## src/rtl/alu_issue_ctrl_pkg.sv

```systemverilog
// Shared opcodes, default latencies and FSM encoding for the ALU issue controller.
package alu_issue_ctrl_pkg;

   localparam logic [1:0] ALU_OP_ADD  = 2'b00;
   localparam logic [1:0] ALU_OP_SUB  = 2'b01;
   localparam logic [1:0] ALU_OP_MUL  = 2'b10;
   localparam logic [1:0] ALU_OP_RSVD = 2'b11;

   localparam int ADD_LATENCY_DEF = 1;
   localparam int MUL_LATENCY_DEF = 5;

   typedef enum logic [1:0] {
      ST_IDLE     = 2'b00,
      ST_EXEC     = 2'b01,
      ST_WAIT_OUT = 2'b10
   } state_t;

   function automatic logic op_is_exec(input logic [1:0] op);
      return op != ALU_OP_RSVD;
   endfunction

endpackage

```

## src/rtl/alu_operand_forward.sv

```systemverilog
// Operand bypass mux: picks the retiring result when it targets this operand's register.
module alu_operand_forward #(
   parameter int DATA_WIDTH   = 32,
   parameter int REG_ID_WIDTH = 5
) (
   input  logic [REG_ID_WIDTH-1:0] op_id_i,
   input  logic [DATA_WIDTH-1:0]   op_val_i,
   input  logic [REG_ID_WIDTH-1:0] src_id_i,
   input  logic [DATA_WIDTH-1:0]   src_val_i,
   input  logic                    src_valid_i,
   output logic [DATA_WIDTH-1:0]   val_o
);

   // x0 is hardwired zero, so a write to it must never be bypassed.
   assign val_o = (src_valid_i && (src_id_i == op_id_i) && (op_id_i != '0)) ? src_val_i : op_val_i;

endmodule

```

## src/rtl/alu_issue_ctrl.sv

```systemverilog
// Execute-stage issue controller: accepts one op, holds ALU inputs for the op latency,
// captures the result and hands it to writeback.
//
// state       | meaning
// ST_IDLE     | no op in flight, ready for decode
// ST_EXEC     | ALU inputs held, counting down op latency
// ST_WAIT_OUT | result captured, waiting for writeback
module alu_issue_ctrl
   import alu_issue_ctrl_pkg::*;
#(
   parameter int DATA_WIDTH   = 32,
   parameter int REG_ID_WIDTH = 5,
   parameter int ADD_LATENCY  = ADD_LATENCY_DEF,
   parameter int MUL_LATENCY  = MUL_LATENCY_DEF,
   parameter int CNT_WIDTH    = 3
) (
   input  logic                    clk,
   input  logic                    rst_n,
   input  logic                    flush,
   input  logic                    in_valid,
   output logic                    in_ready,
   input  logic [1:0]              in_op,
   input  logic [DATA_WIDTH-1:0]   in_rs1_val,
   input  logic [DATA_WIDTH-1:0]   in_rs2_val,
   input  logic [REG_ID_WIDTH-1:0] in_rs1_id,
   input  logic [REG_ID_WIDTH-1:0] in_rs2_id,
   input  logic [REG_ID_WIDTH-1:0] in_rd_id,
   output logic [DATA_WIDTH-1:0]   alu_first,
   output logic [DATA_WIDTH-1:0]   alu_second,
   output logic [1:0]              alu_op,
   input  logic [DATA_WIDTH-1:0]   alu_result,
   input  logic                    alu_zero,
   output logic                    out_valid,
   input  logic                    out_ready,
   output logic [DATA_WIDTH-1:0]   out_result,
   output logic                    out_zero,
   output logic [REG_ID_WIDTH-1:0] out_rd_id,
   output logic                    busy
);

   localparam logic [CNT_WIDTH-1:0] ADD_CNT = CNT_WIDTH'(ADD_LATENCY - 1);
   localparam logic [CNT_WIDTH-1:0] MUL_CNT = CNT_WIDTH'(MUL_LATENCY - 1);

   state_t                  state_q;
   logic [CNT_WIDTH-1:0]    cnt_q;
   logic [DATA_WIDTH-1:0]   alu_first_q, alu_second_q, out_result_q, fwd_val_q;
   logic [1:0]              alu_op_q;
   logic [REG_ID_WIDTH-1:0] rd_q, out_rd_id_q, fwd_rd_q;
   logic                    out_valid_q, out_zero_q, fwd_valid_q;

   logic                    accept, out_hs;
   logic [DATA_WIDTH-1:0]   src_val, rs1_fwd, rs2_fwd;
   logic [REG_ID_WIDTH-1:0] src_rd;
   logic                    src_valid;

   assign in_ready = !flush && ((state_q == ST_IDLE) || ((state_q == ST_WAIT_OUT) && out_ready));
   assign accept   = in_valid && in_ready;
   assign out_hs   = out_valid_q && out_ready && !flush;

   // A result retiring this cycle is newer than the registered forward copy.
   assign src_val   = out_hs ? out_result_q : fwd_val_q;
   assign src_rd    = out_hs ? out_rd_id_q  : fwd_rd_q;
   assign src_valid = out_hs || fwd_valid_q;

   alu_operand_forward #(.DATA_WIDTH(DATA_WIDTH), .REG_ID_WIDTH(REG_ID_WIDTH)) u_fwd_rs1 (
      .op_id_i     (in_rs1_id),
      .op_val_i    (in_rs1_val),
      .src_id_i    (src_rd),
      .src_val_i   (src_val),
      .src_valid_i (src_valid),
      .val_o       (rs1_fwd)
   );

   alu_operand_forward #(.DATA_WIDTH(DATA_WIDTH), .REG_ID_WIDTH(REG_ID_WIDTH)) u_fwd_rs2 (
      .op_id_i     (in_rs2_id),
      .op_val_i    (in_rs2_val),
      .src_id_i    (src_rd),
      .src_val_i   (src_val),
      .src_valid_i (src_valid),
      .val_o       (rs2_fwd)
   );

   always_ff @(posedge clk or negedge rst_n) begin
      if (!rst_n) begin
         state_q      <= ST_IDLE;
         cnt_q        <= '0;
         alu_first_q  <= '0;
         alu_second_q <= '0;
         alu_op_q     <= '0;
         rd_q         <= '0;
         out_result_q <= '0;
         out_rd_id_q  <= '0;
         out_zero_q   <= 1'b0;
         out_valid_q  <= 1'b0;
         fwd_val_q    <= '0;
         fwd_rd_q     <= '0;
         fwd_valid_q  <= 1'b0;
      end else if (flush) begin
         state_q     <= ST_IDLE;
         cnt_q       <= '0;
         out_valid_q <= 1'b0;
         fwd_valid_q <= 1'b0;
      end else begin
         unique case (state_q)
            ST_EXEC: begin
               if (cnt_q == '0) begin
                  out_result_q <= alu_result;
                  out_zero_q   <= alu_zero;
                  out_rd_id_q  <= rd_q;
                  out_valid_q  <= 1'b1;
                  state_q      <= ST_WAIT_OUT;
               end else begin
                  cnt_q <= cnt_q - CNT_WIDTH'(1);
               end
            end
            ST_WAIT_OUT: begin
               if (out_ready) begin
                  out_valid_q <= 1'b0;
                  fwd_val_q   <= out_result_q;
                  fwd_rd_q    <= out_rd_id_q;
                  fwd_valid_q <= 1'b1;
                  state_q     <= ST_IDLE;
               end
            end
            default: ;
         endcase

         // Accept overrides the WAIT_OUT exit so back-to-back ops go straight to EXEC.
         if (accept) begin
            if (op_is_exec(in_op)) begin
               alu_first_q  <= rs1_fwd;
               alu_second_q <= rs2_fwd;
               alu_op_q     <= in_op;
               rd_q         <= in_rd_id;
               cnt_q        <= (in_op == ALU_OP_MUL) ? MUL_CNT : ADD_CNT;
               state_q      <= ST_EXEC;
            end else begin
               state_q <= ST_IDLE;
            end
         end
      end
   end

   assign alu_first  = alu_first_q;
   assign alu_second = alu_second_q;
   assign alu_op     = alu_op_q;
   assign out_valid  = out_valid_q;
   assign out_result = out_result_q;
   assign out_zero   = out_zero_q;
   assign out_rd_id  = out_rd_id_q;
   assign busy       = (state_q != ST_IDLE);

endmodule
```

## config.mk

```make
export PLATFORM = sky130hd
export DESIGN_NAME = alu_issue_ctrl
export DESIGN_NICKNAME = d
export VERILOG_FILES = /design/src/rtl/alu_issue_ctrl_pkg.sv /design/src/rtl/alu_operand_forward.sv /design/src/rtl/alu_issue_ctrl.sv
export SDC_FILE = /design/constraint.sdc
export NUM_CORES = 1
export LEC_CHECK = 0
export CORE_MARGIN = 3
export CORE_UTILIZATION = 51
export CTS_CLUSTER_SIZE = 8
export DETAILED_ROUTE_END_ITERATION = 10
export GPL_ROUTABILITY_DRIVEN = 0
export MAX_ROUTING_LAYER = met4
export PLACE_DENSITY_LB_ADDON = 0.2
export SLEW_MARGIN = 15
export SYNTH_ARGS = -nofsm -noshare
export SYNTH_HDL_FRONTEND = slang
export SYNTH_SLANG_ARGS = --single-unit
```

## constraint.sdc

```tcl
create_clock -name clk -period 3.65 [get_ports clk]
set_clock_uncertainty 0.05 [all_clocks]
set_input_delay 0.5475 -clock clk [delete_from_list [all_inputs] [get_ports clk]]
set_output_delay 0.5475 -clock clk [all_outputs]
set_load 0.05 [all_outputs]
```

* Word-level counts from Yosys, hierarchy flattened
Index checks and enable logic that the tools add are counted.
Cells by class: add/sub/neg operators 1, $mul 0, div/mod/pow operators 0, magnitude comparators 0, eq/ne operators 10, shifts and indexed selects 0, mux-type cells 23, bitwise gates (word level) 1, reductions and logical operators 27
Operators by type and width (count):
- two-way mux 32 bit | 3
- two-way mux 3 bit | 6
- AND reduction 3 bit | 5
- equality test 5 bit | 2
- nonzero test 5 bit | 2
- logical AND 1 bit | 9
- two-way mux 2 bit | 4
- inequality test 4 bit (second input constant) | 2
- two-way mux 1 bit | 7
- inequality test 3 bit (second input constant) | 2
- nonzero test 2 bit | 3
- two-way mux 5 bit | 1
- equality test 2 bit (second input constant) | 2
- case mux 2 bit (2 select lines) | 1
- nonzero test 4 bit | 1
- logical NOT 3 bit | 1
- nonzero test 3 bit | 1
- subtractor 3 x 1 -> 3 bit (second input constant) | 1
- equality test 2 x 1 -> 1 bit (second input constant) | 1
- logical NOT 2 bit | 1
- logical OR 1 bit | 2
- inequality test 2 bit (second input constant) | 1
- case mux 1 bit (2 select lines) | 1
- AND reduction 2 bit | 1
- other kinds (2) | 2
Word-level totals: bits in registers 153, bits in latches 0, bits in writable memories 0, ROM bits 0, bits of input ports 119, output and inout port bits 107, logic and storage cells 75, memories 0

* Logic depth before layout (Yosys ltp)
Gate-level depths: netlist of run 1.
depth after elaboration 7, mapped depth 10, mapped depth without buffers 7

* Modules after synthesis
Synthesis of run 1 repeated with hierarchy kept, for this count alone.
Second synthesis, totals: cell total of the unflattened synthesis 491, area total of the unflattened synthesis 7534.7 um2
By module, submodules not included:
- alu_issue_ctrl | instances 1, cells an instance 401, area an instance 6346.1 um2, sequential area each 3828.7 um2
- alu_operand_forward | instances 2, cells an instance 45, area an instance 594.3 um2, sequential area each 0.0 um2

* Worst setup path before layout of run 1
Ideal clock, no wire load.
kind register to output, start point reg state_q[0], end point out in_ready, data arrival time 1.984 ns, required time 3.053 ns, setup slack 1.069 ns, cell stages (with the launch flop) 5, path buffers 0, cell sequence dfrtp_1 -> inv_1 -> ha_1 -> inv_1 -> o21ai_0
Between the ends: cells in the longest elaborated chain, start to end 4, elaborated cells on any way between the ends 5, those cells by class eq/ne (1); reduce/logical (4)
RTL lines:
- start: declaration | line alu_issue_ctrl.sv:44 | state_t state_q;
- start signal: assignment | line alu_issue_ctrl.sv:85 | state_q <= ST_IDLE;
- start signal: assignment | line alu_issue_ctrl.sv:99 | state_q <= ST_IDLE;
- start signal: assignment | line alu_issue_ctrl.sv:111 | state_q <= ST_WAIT_OUT;
- equality test 2 bit | line alu_issue_ctrl.sv:56 | assign in_ready = !flush && ((state_q == ST_IDLE) || ((state_q == ST_WAIT_OUT) && out_ready));
- logical AND 1 bit | line alu_issue_ctrl.sv:56
- logical OR 1 bit (*) | line alu_issue_ctrl.sv:56
- logical AND 1 bit (*) | line alu_issue_ctrl.sv:56
- end: declaration | line alu_issue_ctrl.sv:21 | output logic in_ready,
Mark *: on every way between the ends. The rest lies on a longest branch, timed or not.

* Worst setup path after layout of run 1
start point in out_ready, end point reg alu_second_q[14], in the netlist alu_second[14]
Between the ends: cells in the longest elaborated chain, start to end 7, elaborated cells on any way between the ends 14, those cells by class eq/ne (1); mux (3); reduce/logical (10)
RTL lines:
- start: declaration | line alu_issue_ctrl.sv:34 | input logic out_ready,
- logical AND 1 bit (2 in a row) | line alu_issue_ctrl.sv:58 | assign out_hs = out_valid_q && out_ready && !flush;
- two-way mux 5 bit | line alu_issue_ctrl.sv:62 | assign src_rd = out_hs ? out_rd_id_q : fwd_rd_q;
- equality test 5 bit | line alu_operand_forward.sv:15 | assign val_o = (src_valid_i && (src_id_i == op_id_i) && (op_id_i != '0)) ? src_val_i : op_val_i;
- logical AND 1 bit (2 in a row) | line alu_operand_forward.sv:15
- two-way mux 32 bit | line alu_operand_forward.sv:15
- end signal: assignment | line alu_issue_ctrl.sv:132 | alu_second_q <= rs2_fwd;
- end: declaration | line alu_issue_ctrl.sv:46 | logic [DATA_WIDTH-1:0] alu_first_q, alu_second_q, out_result_q, fwd_val_q;
Several ways; a longest one is shown, not always the timed one. A chain may end at the register's enable or synchronous reset.

==> summary.md, run 1 <==
| Metric | Value |
|---|---|
| CTS Hold Bufs | 0 |
| Synth Register Bits | 153 |
| Post-CTS sizing | 0 |
| Antenna diodes | 0 |
| Max-Cap Viols | 0 |
| # H-tree levels | 4 |
| Vias | 6765 |
| Fillers | 988 |
| Asr flop ratio synth | 100% |
| IO Port Bufs | 225 |
| Die Ht | 128 um |
| Root buf cell | clkbuf_16 |
| Cell variety after synth | 50 |
| Commonest non-fill, non-tap cell in the layout | clkdlybuf4s50_1 |
| Slew Viols, Final | 0 |
| Area of the core | 14600 um2 |
| Post-Route Setup TNS | 0 ps |
| Vias per cell | 6.08 |
| Vias in the first global route | 6930 |
| Global-route wire length before repair | 37300 um |
| Layout Utilization | 73.3% |
| # rows | 44 |
| Fin cells | 1113 |
| Ys Warns | 0 |
| Skew-Pair Late Insertion Delay | 420 ps |
| Share of post-route cells with drive strength above 1 | 15.1% |
| Post-route DRC violation count | 0 |
| # setup viols final | 0 |
| Slowest stage delay, CP | 590 ps |
| Most frequent cells in the layout | 223 x clkdlybuf4s50_1, 153 x dfrtp_1, 130 x nand2_1, 74 x mux2_2, 33 x o211ai_1 |
| Setup CP Type | primary input to register |
| Max FO, Critical Path | 19 |
| CTS buffer count | 17 |
| Crit-path slowest cell | clkdlybuf4s50_1 |
| Initial Util | 52.1% |
| Main synth FF type | dfrtp_1 |
| CP Cell Sequence | clkdlybuf4s50_1, and3b_1, buf_4, o2111a_1, o22ai_2, buf_4, o311ai_0, o211ai_1 |
| Overall routing resource usage | 30.0% |
| Yosys top cell by area | dfrtp_1 |
| Worst-Margin Slew | 902 ps |
| Design Area, Final | 10700 um2 |
| Crit. End Element | register |
| Syn avg cell area | 10.7 um2 |
| Critical Path Source Type | primary input |
| Dpl cells | 1081 |
| Area after DPL | 10100 um2 |
| HP Class | primary input to async pin |
| Worst vdd ir | 0.588 mV |
| Die Area | 16400 um2 |
| Clock Pin Slew Worst Setup and Hold Paths | 60 ps |
| Initial antenna violation count | 0 |
| Slew headroom | 39.9% |
| DR pass1 iterations | 5 |
| Detail Route Antenna Nets | 0 |
| IO Pins | 226 |
| Static Leak | 4.56 nW |
| Crit-path most repeated cell | buf_4 |
| Status | complete, no violations |
| Fmax | 338 MHz |
| Top post-synthesis cells by area | dfrtp_1 50%, mux2_2 11%, nand2_1 6.5%, a221o_1 4.2%, o311ai_0 3.7% |
| Routed length per instance | 21.2 um |
| Total grt overflow | 0 |
| Largest net degree at the start of global routing | 97 |
| P per Cell Area | 967 nW/um2 |
| Drt total wl | 23600 um |
| CTS tree | done |
| Clock buffer depth | 2 |
| Final HPWL DP | 16300 um |
| EDFF count, synth | 0 |
| Syn_nets | 837 |
| Mapped Area | 7610 um2 |
| WP data required | 3880 ps |
| Layout area overhead | 40.6% |
| 1st-iter DRT viols | 708 |
| Final min period | 2960 ps |
| Post-synth top area share | 50.3% |
| Fin nets | 1040 |
| Worst EP arrival | 3190 ps |
| Post-CTS Setup Inserts | 0 |
| Unrepaired setup endpoints after global routing | no |
| CTS sink cnt | 153 |
| Synth Instances | 713 |
| Post-synthesis sequential area ratio | 50.3% |
| Fin crit share | 81.0% |
| Final Hold Fails | 0 |
| Die Wd | 128 um |
## synth_stat cells, types with 2 or more instances
cell and instances:
dfrtp_1 153, nand2_1 131, mux2_2 74, clkbuf_1 42, o211ai_1 33, a221o_1 32
a31oi_1 32, o311ai_0 32, nor2_1 31, nand2b_1 24, mux2i_1 23, and2_1 13
inv_1 9, buf_1 7, buf_2 7, o21ai_0 6, xor2_1 6, a21oi_1 5
ha_1 5, nor2b_1 5, buf_6 4, nor3_1 4, a2111oi_0 2, a211oi_1 2
buf_4 2, nand3b_1 2, nor3b_1 2, or2_2 2, xnor2_1 2
## flip-flops by register name, summed over array words and instances, names as in the netlist, 2 cells and up
name	cells
fwd_val_q	32
state_q	2
alu_op	2
rd_q	5
alu_second	32
fwd_rd_q	5
alu_first	32
out_result	32
cnt_q	3
out_rd_id	5
## kinds of logic after synthesis
kind of cell | count (synthesis) | share of synthesized area (%)
AOI/OAI and AO/OA | 154 | 16.4
muxes | 97 | 14.0
DFF | 153 | 50.3
buffers and inverters | 72 | 4.18
xor gates and xnor gates | 8 | 0.921
adders and majority gates | 5 | 0.823
and+or+nand+nor | 224 | 13.4
## worst max-delay path, delay by kind of cell
kind | cells | cell delay [ps]
AO/OA/AOI/OAI | 4 | 1100
buffers and inverters | 3 | 1150
AND/OR/NAND/NOR | 1 | 380
## metrics by stage
| stage | power, mW | setup WS [ps] | hold slack, ps |
|---|---|---|---|
| 4_1_cts | 10.3 | 555 | 204 |
| 5_1_grt | 10.8 | 568 | 227 |
| 2_1_floorplan | 6.47 | 1070 | 202 |
| 3_3_place_gp | 8.32 | 287 | 403 |
| 3_5_place_dp | 8.48 | 150 | 417 |
| 6_report | 10.3 | 693 | 165 |
## layout make-up
| type | instances | area, um2 | area share (%) |
|---|---|---|---|
| flip-flops and latches | 153 | 3830 | 35.8 |
| multi-input cells | 488 | 3500 | 32.8 |
| repair buffers | 247 | 2480 | 23.2 |
| clock buffers | 21 | 470 | 4.40 |
| well taps | 184 | 230 | 2.15 |
| clock inverters | 11 | 145 | 1.36 |
| inverters | 9 | 33.8 | 0.316 |
## worst paths after layout
check,slack [ps],depth (start not counted),from,to
max,690,8,out_ready,alu_second[14]$_DFFE_PN0P_
min,160,1,rst_n,out_result[26]$_DFFE_PN0P_
max reg2reg,970,7,out_valid$_DFFE_PN0P_,alu_second[14]$_DFFE_PN0P_
min reg2reg,430,2,rd_q[1]$_DFFE_PN0P_,rd_q[1]$_DFFE_PN0P_
max in group asynchronous,2510,2,rst_n,alu_first[29]$_DFFE_PN0P_
min in group clk,430,2,rd_q[1]$_DFFE_PN0P_,rd_q[1]$_DFFE_PN0P_
## power by group
part / internal, mW / switching, mW / total [mW]
sequential: 2.48 / 0.674 / 3.16
combinational: 1.96 / 3.39 / 5.35
clock: 1.13 / 0.700 / 1.83
## routing by layer
metal	vias up	share of wire, %	GRT usage [%]
met4	0	3.8	14.2
met1	3307	41	38.6
met3	71	7.6	5.42
li1	3011	-	-
met5	-	0	-
met2	376	48	46.2
Note: power is estimated with default switching activity, not from simulation.
==> inputs of run 2 (changes only) <==
CORE_UTILIZATION = 48   (was 51)
clock period = 3.1 ns   (was 3.65 ns; I/O delays follow)
==> run 2 against run 1 <==
Effect of this change: clock power is 19% higher; critical endpoint is now alu_first[19]$_DFFE_PN0P_; largest power group unchanged; critical path depth stayed put; sequential power is 16% higher; worst hold slack worse by 160 ps; register-to-register slack worse by 380 ps; power is 18% higher; combinational power is 18% higher; largest cell class unchanged; clock-buffer cell count is 1 lower; non-clock buffer count is 1 higher.
==> summary.md, run 2 (synthesis gave the netlist of run 1 again) <==
| Metric | Value |
|---|---|
| IO Port Bufs | 225 |
| Overall routing resource usage | 27.9% |
| Vias per cell | 5.88 |
| Drt total wl | 23100 um |
| Clock buffer depth | 2 |
| Final min period | 2650 ps |
| # rows | 45 |
| IO Pins | 226 |
| # setup viols final | 0 |
| Max-Cap Viols | 0 |
| Post-route DRC violation count | 0 |
| Post-CTS Setup Inserts | 0 |
| Fin crit share | 85.4% |
| Die Wd | 132 um |
| Vias in the first global route | 7024 |
| WP data required | 3400 ps |
| CP Cell Sequence | clkdlybuf4s50_1, nand3b_1, buf_4, mux2i_1, o22a_1, and3_1, buf_4, a221o_1 |
| Die Area | 17400 um2 |
| DR pass1 iterations | 5 |
| Combinational share of power | 51.8% |
| Multi-input gate area | 3500 um2 |
| Die Ht | 132 um |
| Sequential power share | 30.3% |
| Area after DPL | 10100 um2 |
| Design Area, Final | 10700 um2 |
| Fillers | 1132 |
| Post-route setup slack | 453 ps |
| HP Class | primary input to async pin |
| Worst EP arrival | 2950 ps |
| CTS sink cnt | 153 |
| Worst R2R End | alu_first[19]$_DFFE_PN0P_ |
| Final Hold Fails | 0 |
| Worst path bufs/invs | 3 |
| Layout area overhead | 41.2% |
| Reg2Reg Setup Slack | 590 ps |
| Total grt overflow | 0 |
| CTS tree | done |
| 1st-iter DRT viols | 668 |
| Largest net degree at the start of global routing | 115 |
| P per Cell Area | 1130 nW/um2 |
| Slew headroom | 49.5% |
| Antenna diodes | 0 |
| Max FO, Critical Path | 32 |
| Routed length per instance | 20.3 um |
| Commonest non-fill, non-tap cell in the layout | clkdlybuf4s50_1 |
| Worst-Margin Slew | 758 ps |
| Worst r2r src | out_valid$_DFFE_PN0P_ |
| CTS Hold Bufs | 0 |
| Final HPWL DP | 16000 um |
| Share of post-route cells with drive strength above 1 | 14.8% |
| Internal power | 6.59 mW |
| Fin nets | 1041 |
| Clock Pin Slew Worst Setup and Hold Paths | 60 ps |
| Fmax | 378 MHz |
| Post-CTS sizing | 0 |
| Crit. End Element | register |
| Slowest stage delay, CP | 500 ps |
| Crit-path slowest cell | clkdlybuf4s50_1 |
| # H-tree levels | 4 |
| Setup CP Type | primary input to register |
| Unrepaired setup endpoints after global routing | no |
| Reg2Reg Depth | 7 |
| Slew Viols, Final | 0 |
| Critical Path Source Type | primary input |
| Skew-Pair Late Insertion Delay | 420 ps |
| Post-Route Setup TNS | 0 ps |
| Clk network pwr share | 17.9% |
| Psw | 5.56 mW |
| Static Leak | 4.56 nW |
| Status | complete, no violations |
| Initial Util | 49.5% |
| Sw Ratio | 45.8% |
| Initial antenna violation count | 0 |
| Crit-path most repeated cell | buf_4 |
| CTS buffer count | 17 |
| CP top delay family | buffers and inverters |
| Most frequent cells in the layout | 223 x clkdlybuf4s50_1, 153 x dfrtp_1, 130 x nand2_1, 74 x mux2_2, 33 x o211ai_1 |
| Area of the core | 15400 um2 |
| Root buf cell | clkbuf_16 |
| Worst vdd ir | 0.870 mV |
| Detail Route Antenna Nets | 0 |
| Vias | 6709 |
| FF/Latch Area | 3830 um2 |
| Pre-CTS setup slack | 86.8 ps |
| Global-route wire length before repair | 37800 um |
[run 2: cell count changes in the layout (fill, tap and decap cells not counted), sizes merged]
| cell | previous run | this run |
|---|---|---|
| buf | 24 | 25 |
| clkbuf | 21 | 20 |
| bufinv | 3 | 4 |
[run 2: worst max path at each step]
stage,slack [ps],end,start,cells past startpoint
after global routing,330,alu_first[19]$_DFFE_PN0P_,out_ready,7
after detailed placement,90,alu_second[0]$_DFFE_PN0P_,out_ready,8
after CTS,500,alu_second[23]$_DFFE_PN0P_,out_ready,8
final,450,alu_first[19]$_DFFE_PN0P_,out_ready,8
after global placement,170,alu_first[19]$_DFFE_PN0P_,out_ready,7
after floorplan,600,in_ready,state_q[0]$_DFFE_PN0P_,4
[run 2: final cells by class]
type	instances	share of cell area, %
clock buffer	20	4.07
clock inverter	12	1.63
inverter	9	0.315
multi-input combinational	488	32.6
sequential	153	35.7
tap	211	2.46
timing repair buffer	248	23.3
[run 2: layer usage]
| layer | up-vias | routed length (um) | global-route usage [%] |
|---|---|---|---|
| li1 | 3022 | - | - |
| met3 | 52 | 1690 | 8.02 |
| met2 | 307 | 11200 | 44.3 |
| met1 | 3328 | 9590 | 34.0 |
| met5 | - | 0 | - |
| met4 | 0 | 635 | 10.1 |
[run 2: per-stage QoR]
stage	std cells	utilization (%)	hold slack (ps)	total power, mW
after global routing	1141	69.9	67.0	12.7
after detailed placement	1109	65.9	411	9.98
final	1141	69.9	6.01	12.1
after CTS	1141	69.9	49.7	12.2
after global placement	1109	65.9	404	9.81
after floorplan	713	-	119	7.62
[run 2: power groups by stage]
stage	clock network, mW	registers [mW]	logic [mW]
2_1_floorplan	0	5.84	1.78
3_3_place_gp	0	3.65	6.17
3_5_place_dp	0	3.68	6.30
4_1_cts	2.21	3.67	6.32
5_1_grt	2.30	3.80	6.61
6_report	2.17	3.68	6.29
